$ cat src/rtl/keccak_padder_param.sv
// ---------------------------------------------------------------------------
// keccak_padder_param
//
// Purpose:
//   Collects big-endian message words into RATE-bit blocks for the
//   Keccak-f[1600] permutation and applies multi-rate padding with a
//   selectable domain suffix (SHA3 0x06 or SHAKE 0x1F). Each finished block
//   is held on `out` with out_ready high until the permutation returns
//   f_ack. After the padded (last) block is acknowledged the padder stays
//   idle, with buffer_full high, until reset.
//
// Parameters:
//   IN_W  - input word width in bits (32 or 64)
//   RATE  - block width in bits, a multiple of IN_W (576, 1088, 1344)
//   BN_W  - width of byte_num
//
// Ports:
//   clk         in   clock, rising edge
//   reset       in   synchronous, active-high
//   mode        in   0 = SHA3 suffix 0x06, 1 = SHAKE suffix 0x1F
//   in          in   message word, first byte in the MSBs
//   in_ready    in   word valid
//   is_last     in   final word, carries byte_num valid bytes
//   byte_num    in   valid bytes in the final word (0..IN_W/8-1)
//   buffer_full out  high = input not accepted this cycle
//   out         out  padded block, first message byte in the MSBs
//   out_ready   out  block valid, held until f_ack
//   last_block  out  block contains the padding
//   f_ack       in   permutation has consumed the block
//   msg_bytes   out  message bytes accepted since reset
//                    (only when KECCAK_PAD_BYTECNT_EN is defined)
//
// Build option:
//   KECCAK_PAD_BYTECNT_EN - adds the msg_bytes port and its byte counter.
// ---------------------------------------------------------------------------
module keccak_padder_param #(
    parameter int IN_W = 32,
    parameter int RATE = 1088,
    parameter int BN_W = $clog2(IN_W/8)
) (
    input  logic            clk,
    input  logic            reset,
    input  logic            mode,
    input  logic [IN_W-1:0] in,
    input  logic            in_ready,
    input  logic            is_last,
    input  logic [BN_W-1:0] byte_num,
    output logic            buffer_full,
    output logic [RATE-1:0] out,
    output logic            out_ready,
    output logic            last_block,
    input  logic            f_ack
`ifdef KECCAK_PAD_BYTECNT_EN
    ,
    output logic [63:0]     msg_bytes
`endif
);

    localparam int WORDS = RATE / IN_W;
    localparam int CNT_W = $clog2(WORDS);
    localparam int IDX_W = $clog2(RATE);
    localparam int BYTES = IN_W / 8;

    typedef enum logic [1:0] {
        S_FILL,
        S_FULL,
        S_LAST,
        S_DONE
    } state_t;

    state_t            r_state;
    logic [CNT_W-1:0]  r_cnt;
    logic [RATE-1:0]   r_buf;
    logic              r_out_ready;
    logic              r_last_block;
    logic              r_full;

    logic [7:0]        w_suffix;
    logic [IN_W-1:0]   w_pad_word;
    logic [IDX_W-1:0]  w_base;
    logic [RATE-1:0]   w_buf_next;
    logic              w_accept;
    logic              w_cnt_last;

    assign w_suffix   = mode ? 8'h1F : 8'h06;
    assign w_accept   = (r_state == S_FILL) && in_ready && !r_full;
    assign w_cnt_last = (r_cnt == CNT_W'(WORDS - 1));

    // Final word: keep the first byte_num bytes, put the domain suffix right
    // after them and zero everything further down the word.
    always_comb begin
        w_pad_word = '0;
        for (int j = 0; j < BYTES; j++) begin
            if (j < int'(byte_num)) begin
                w_pad_word[IN_W-1-8*j -: 8] = in[IN_W-1-8*j -: 8];
            end else if (j == int'(byte_num)) begin
                w_pad_word[IN_W-1-8*j -: 8] = w_suffix;
            end
        end
    end

    // Slot 0 sits in the MSBs of the block, so slot cnt starts at bit
    // (WORDS-1-cnt)*IN_W. The closing 0x80 is ORed into the last block byte
    // so it merges with the suffix when both land on the same byte; the
    // remainder of the buffer is already zero from the block start.
    always_comb begin
        w_base     = IDX_W'((WORDS - 1 - int'(r_cnt)) * IN_W);
        w_buf_next = r_buf;
        if (is_last) begin
            w_buf_next[w_base +: IN_W] = w_pad_word;
            w_buf_next[7:0]            = w_buf_next[7:0] | 8'h80;
        end else begin
            w_buf_next[w_base +: IN_W] = in;
        end
    end

    // Block FSM. Filling stops as soon as a block is complete; buffer_full
    // stays high until the permutation acknowledges it, so the buffer (and
    // therefore out) cannot change while out_ready is high. f_ack is only
    // looked at in the two states where out_ready is high.
    always_ff @(posedge clk) begin
        if (reset) begin
            r_state      <= S_FILL;
            r_cnt        <= '0;
            r_buf        <= '0;
            r_out_ready  <= 1'b0;
            r_last_block <= 1'b0;
            r_full       <= 1'b0;
        end else begin
            case (r_state)
                S_FILL: begin
                    if (w_accept) begin
                        r_buf <= w_buf_next;
                        if (is_last) begin
                            r_state      <= S_LAST;
                            r_out_ready  <= 1'b1;
                            r_last_block <= 1'b1;
                            r_full       <= 1'b1;
                        end else if (w_cnt_last) begin
                            r_state     <= S_FULL;
                            r_out_ready <= 1'b1;
                            r_full      <= 1'b1;
                        end else begin
                            r_cnt <= r_cnt + CNT_W'(1);
                        end
                    end
                end
                S_FULL: begin
                    if (f_ack) begin
                        r_state     <= S_FILL;
                        r_out_ready <= 1'b0;
                        r_buf       <= '0;
                        r_cnt       <= '0;
                        r_full      <= 1'b0;
                    end
                end
                S_LAST: begin
                    if (f_ack) begin
                        r_state      <= S_DONE;
                        r_out_ready  <= 1'b0;
                        r_last_block <= 1'b0;
                    end
                end
                default: begin
                    r_full <= 1'b1;
                end
            endcase
        end
    end

    assign out         = r_buf;
    assign out_ready   = r_out_ready;
    assign last_block  = r_last_block;
    assign buffer_full = r_full;

`ifdef KECCAK_PAD_BYTECNT_EN
    logic [63:0] r_msg_bytes;

    // Byte counter only moves on accepted words, which can only happen in
    // FILL, so it freezes naturally once the padder reaches DONE.
    always_ff @(posedge clk) begin
        if (reset) begin
            r_msg_bytes <= '0;
        end else if (w_accept) begin
            r_msg_bytes <= r_msg_bytes + (is_last ? 64'(byte_num) : 64'(BYTES));
        end
    end

    assign msg_bytes = r_msg_bytes;
`else
    // Without the byte counter the padder exposes only the block interface.
`endif

endmodule

$ cat config.mk
export PLATFORM = sky130hd
export DESIGN_NAME = keccak_padder_param
export DESIGN_NICKNAME = d
export VERILOG_FILES = /design/src/rtl/keccak_padder_param.sv
export SDC_FILE = /design/constraint.sdc
export NUM_CORES = 2
export LEC_CHECK = 0
export ABC_CLOCK_PERIOD_IN_PS = 4700
export BUFFER_PORTS_ARGS = -buffer_cell sky130_fd_sc_hd__buf_2
export CORE_AREA = 2 2 440 442
export CTS_CLUSTER_SIZE = 16
export DETAILED_ROUTE_END_ITERATION = 16
export DIE_AREA = 0 0 442 444
export PLACE_DENSITY = 0.37
export SKIP_CTS_REPAIR_TIMING = 1
export SYNTH_ARGS = -nofsm -noshare
export SYNTH_HDL_FRONTEND = slang
export SYNTH_SLANG_ARGS = --single-unit
$ cat constraint.sdc
create_clock -name clk -period 4.7 [get_ports clk]
set_clock_uncertainty 0.05 [all_clocks]
set_input_delay 0.47 -clock clk [delete_from_list [all_inputs] [get_ports clk]]
set_output_delay 0.47 -clock clk [all_outputs]
set_load 0.03 [all_outputs]
==> results by group <==
Status
  • Status: completed

STA
  • Final critical delay including setup and external delays: 4.29 ns
  • Unrepaired setup endpoints after global routing: false
  • Maximum achievable frequency: 233 MHz
  • Count of endpoints failing hold in the final timing report: 0
  • Number of pins exceeding their max-slew limit in the final report: 0
  • Total negative slack: 0 ns
  • Worst hold-check slack: approximately 0.040 ns
  • Final cycle utilization of the critical path: roughly nine tenths
  • Total of endpoints with negative setup slack in the final report: 0
  • Worst-case headroom to the max-slew limit: 7.41%
  • Tightest Pin Transition: 1.38 ns

Routing
  • Final wirelength: roughly 320000 um
  • Drt wl/cell: 39.4 um
  • Number of remaining DRC errors: 0
  • Remaining antenna violation count after routing: 0
  • DRC violation total after the first TritonRoute iteration: 3678
  • Iteration count of the initial detailed-routing pass: 8
  • Via Count: 41800
  • Mean number of vias per cell: 5.20

Worst setup path
  • Critical path fanouts, max: 12
  • Worst reg2reg path endpoint: out[130]
  • R2R Path Start: r_cnt[1]
  • Critical path required time: 5.42 ns
  • Worst reg2reg setup slack: 0.41 ns
  • Data arrival time at the worst-slack endpoint: about 5.0 ns
  • Critical Path Sink Type: flip-flop
  • Register-to-Register Path Depth: 9
  • Critical path type: flip-flop to flip-flop
  • Kind of start point of the critical path: flip-flop

Power and ir drop
  • Peak supply drop: between 0.0003 and 0.0004 V
  • Leak Pwr: 24.1 nW
  • Power density over the cells: 532 mW/mm^2

Final layout
  • P&R area growth vs syn: 39.0%
  • Final design utilization: 29.1%
  • Share of layout cells above drive strength 1: 34.6%
  • Fill cells: 20500
  • Layout net count: 5444
  • Fin area: approximately 0.056 sq mm

Floorplan
  • Row count: between 150 and 200
  • Die Width: 442 um
  • I/O pin total: 1131
  • Initial core utilization: between 20% and 30%
  • Area of the die: about 0.20 sq mm
  • Core box area: 0.192 sq mm
  • Die height: 444 um

Synth
  • Most instantiated library cell after synthesis: sky130_fd_sc_hd__dfxtp_1
  • Number of instances in the synthesized netlist: about 4100
  • Unique cell type count in the Yosys netlist: 97
  • Post-synth net total: 4113
  • Prevailing post-synth register cell: sky130_fd_sc_hd__dfxtp_1
  • Synthesized area: 0.0401 sq mm
  • Number of enable flip-flop cells after synthesis: 0
  • Post-synthesis average cell area: 9.88 sq um
  • Leading cell types by total area after synthesis: sky130_fd_sc_hd__dfxtp_1, sky130_fd_sc_hd__a22o_1, sky130_fd_sc_hd__nand2_1, sky130_fd_sc_hd__o2bb2ai_1, sky130_fd_sc_hd__nand3_1
  • Synthesis-stage register bit count: between 1000 and 1500
  • Most used standard cells in the synthesized netlist: sky130_fd_sc_hd__dfxtp_1, sky130_fd_sc_hd__nand2_1, sky130_fd_sc_hd__a22o_1
  • Sequential-to-total area share from yosys stat: a little over half
  • Share of Yosys cell area claimed by the top area cell type: 54.8%
  • Yosys warning total: 0
  • Share of synthesized registers carrying an async set or reset: 0%
  • Most area-hungry cell type in the Yosys netlist: sky130_fd_sc_hd__dfxtp_1

Global routing
  • Global routing usage summed across all routing layers: 31.0%
  • Via count of the first global-routing pass: 39900
  • Residual overflow from global routing: 0
  • Global-route wire length before repair: between 400000 and 500000 um
  • Number of antenna violations at the first check in global routing: 35
  • Largest net degree at the start of global routing: 77

CTS
  • Clk buf depth: 3
  • Clk pin slew, worst setup/hold paths: ~0.060 ns
  • CTS buffer count: between 100 and 150
  • Clock latency on the worst-skew pair: 0.85 ns
  • CTS tree: done
  • Clock root buffer master: sky130_fd_sc_hd__clkbuf_16
  • Clock Sink Count: 1099
  • Total number of H-tree levels: 4

Placed design
  • Placed Area: a little over 0.05 sq mm
  • Final weighted congestion of routability-driven global placement: 0.971
  • Detailed placement HPWL: between 200000 and 250000 um
  • Port Buf Inserts: around 1100

Hold path
  • Endpoint of the worst hold path: out[575]
  • Type of the worst min-delay path: primary input to flip-flop
  • Hold Path Depth: 3
  • Worst Min Path Start: in[31]

Flow run
  • Number of max-cap violations: 0
## sequential cells by signal (all words and copies together) (netlist names)
register and cells:
last_block 1, r_state 2, r_cnt 6, buffer_full 1
out_ready 1, out 1088
## placed cells by master, fill, tap and decap left out, drive strengths merged, types with 26 or more instances in the layout
cell     instances
nand4           39
a21oi          131
o21ai          278
nand3          247
nor3            71
nor2           253
buf           1506
clkinv          30
o2bb2ai        154
clkbuf         201
a32o           122
o41ai           26
nand2          451
a211oi          28
o31ai           76
inv             30
dfxtp         1099
and3            32
a22o           405
or3             26
## where the power goes
part	internal [W]	total, W	switching, W
Sequential	0.00944	0.00954	0.0000995
Clock	0.00628	0.0110	0.00475
Combinational	0.00187	0.00913	0.00726
Total	0.0176	0.0297	0.0121
## metrics by stage
step	total power [W]	setup WS (ns)	std cells
3_5_place_dp	0.0187	0.489	7774
6_report	0.0297	0.412	8038
4_1_cts	0.0297	0.444	8017
3_3_place_gp	0.0187	0.643	7774
5_1_grt	0.0304	0.216	8031
2_1_floorplan	0.0135	1.71	4062
## layout make-up
| cell class | instances | area [sq um] | area share (%) |
|---|---|---|---|
| clock inverters | 42 | 651 | 1.17 |
| well taps | 2526 | 3160 | 5.66 |
| diodes | 18 | 45.0 | 0.0807 |
| multi-input cells | 2616 | 17200 | 30.8 |
| flip-flops and latches | 1099 | 22000 | 39.4 |
| clock buffers | 201 | 4000 | 7.17 |
| inverters | 27 | 101 | 0.182 |
| repair buffers | 1509 | 8640 | 15.5 |
## how the worst max path moves through the flow
stage	start	end	cells after the start
after floorplan	r_cnt[1]	out[56]	10
after global placement	r_cnt[1]	out[331]	8
after detailed placement	r_cnt[1]	out[33]	9
after CTS	r_cnt[1]	out[130]	9
after global routing	r_cnt[1]	out[129]	9
final	r_cnt[1]	out[130]	9
## kinds of logic (layout without fill, tap and decap cells)
family                   after synthesis  in the layout  share of synthesized area (%)
AO/OA/AOI/OAI                       1360           1360                           26.0
multiplexers                          17             17                          0.458
AND/OR/NAND/NOR                     1216           1216                           14.4
other                                  0             18                              0
XOR/XNOR                              12             12                          0.281
adder cells (fa/ha/maj)               11             11                          0.343
buffers and inverters                347           1779                           3.70
flip-flops                          1099           1099                           54.8
## metal layers
layer	wire, um	track usage (%)	up-vias	part of all wire [%]
li1	-	-	17900	-
met1	123000	35.4	21300	39
met2	148000	51.1	2068	47
met3	25200	9.39	530	8.0
met4	20500	18.4	8	6.5
met5	50	0	-	0.016
## worst max-delay path: stages, from the launching register on
cell                      delay [ns]
sky130_fd_sc_hd__dfxtp_1        0.62
sky130_fd_sc_hd__inv_1          0.20
sky130_fd_sc_hd__ha_1           0.45
sky130_fd_sc_hd__nor2b_1        0.35
sky130_fd_sc_hd__nand2_1        0.43
sky130_fd_sc_hd__a21oi_2        0.49
sky130_fd_sc_hd__nor2_4         0.22
sky130_fd_sc_hd__buf_4          0.25
sky130_fd_sc_hd__nor2_1         0.85
sky130_fd_sc_hd__a32o_1         0.28
Note: power is estimated with default switching activity, not from simulation.
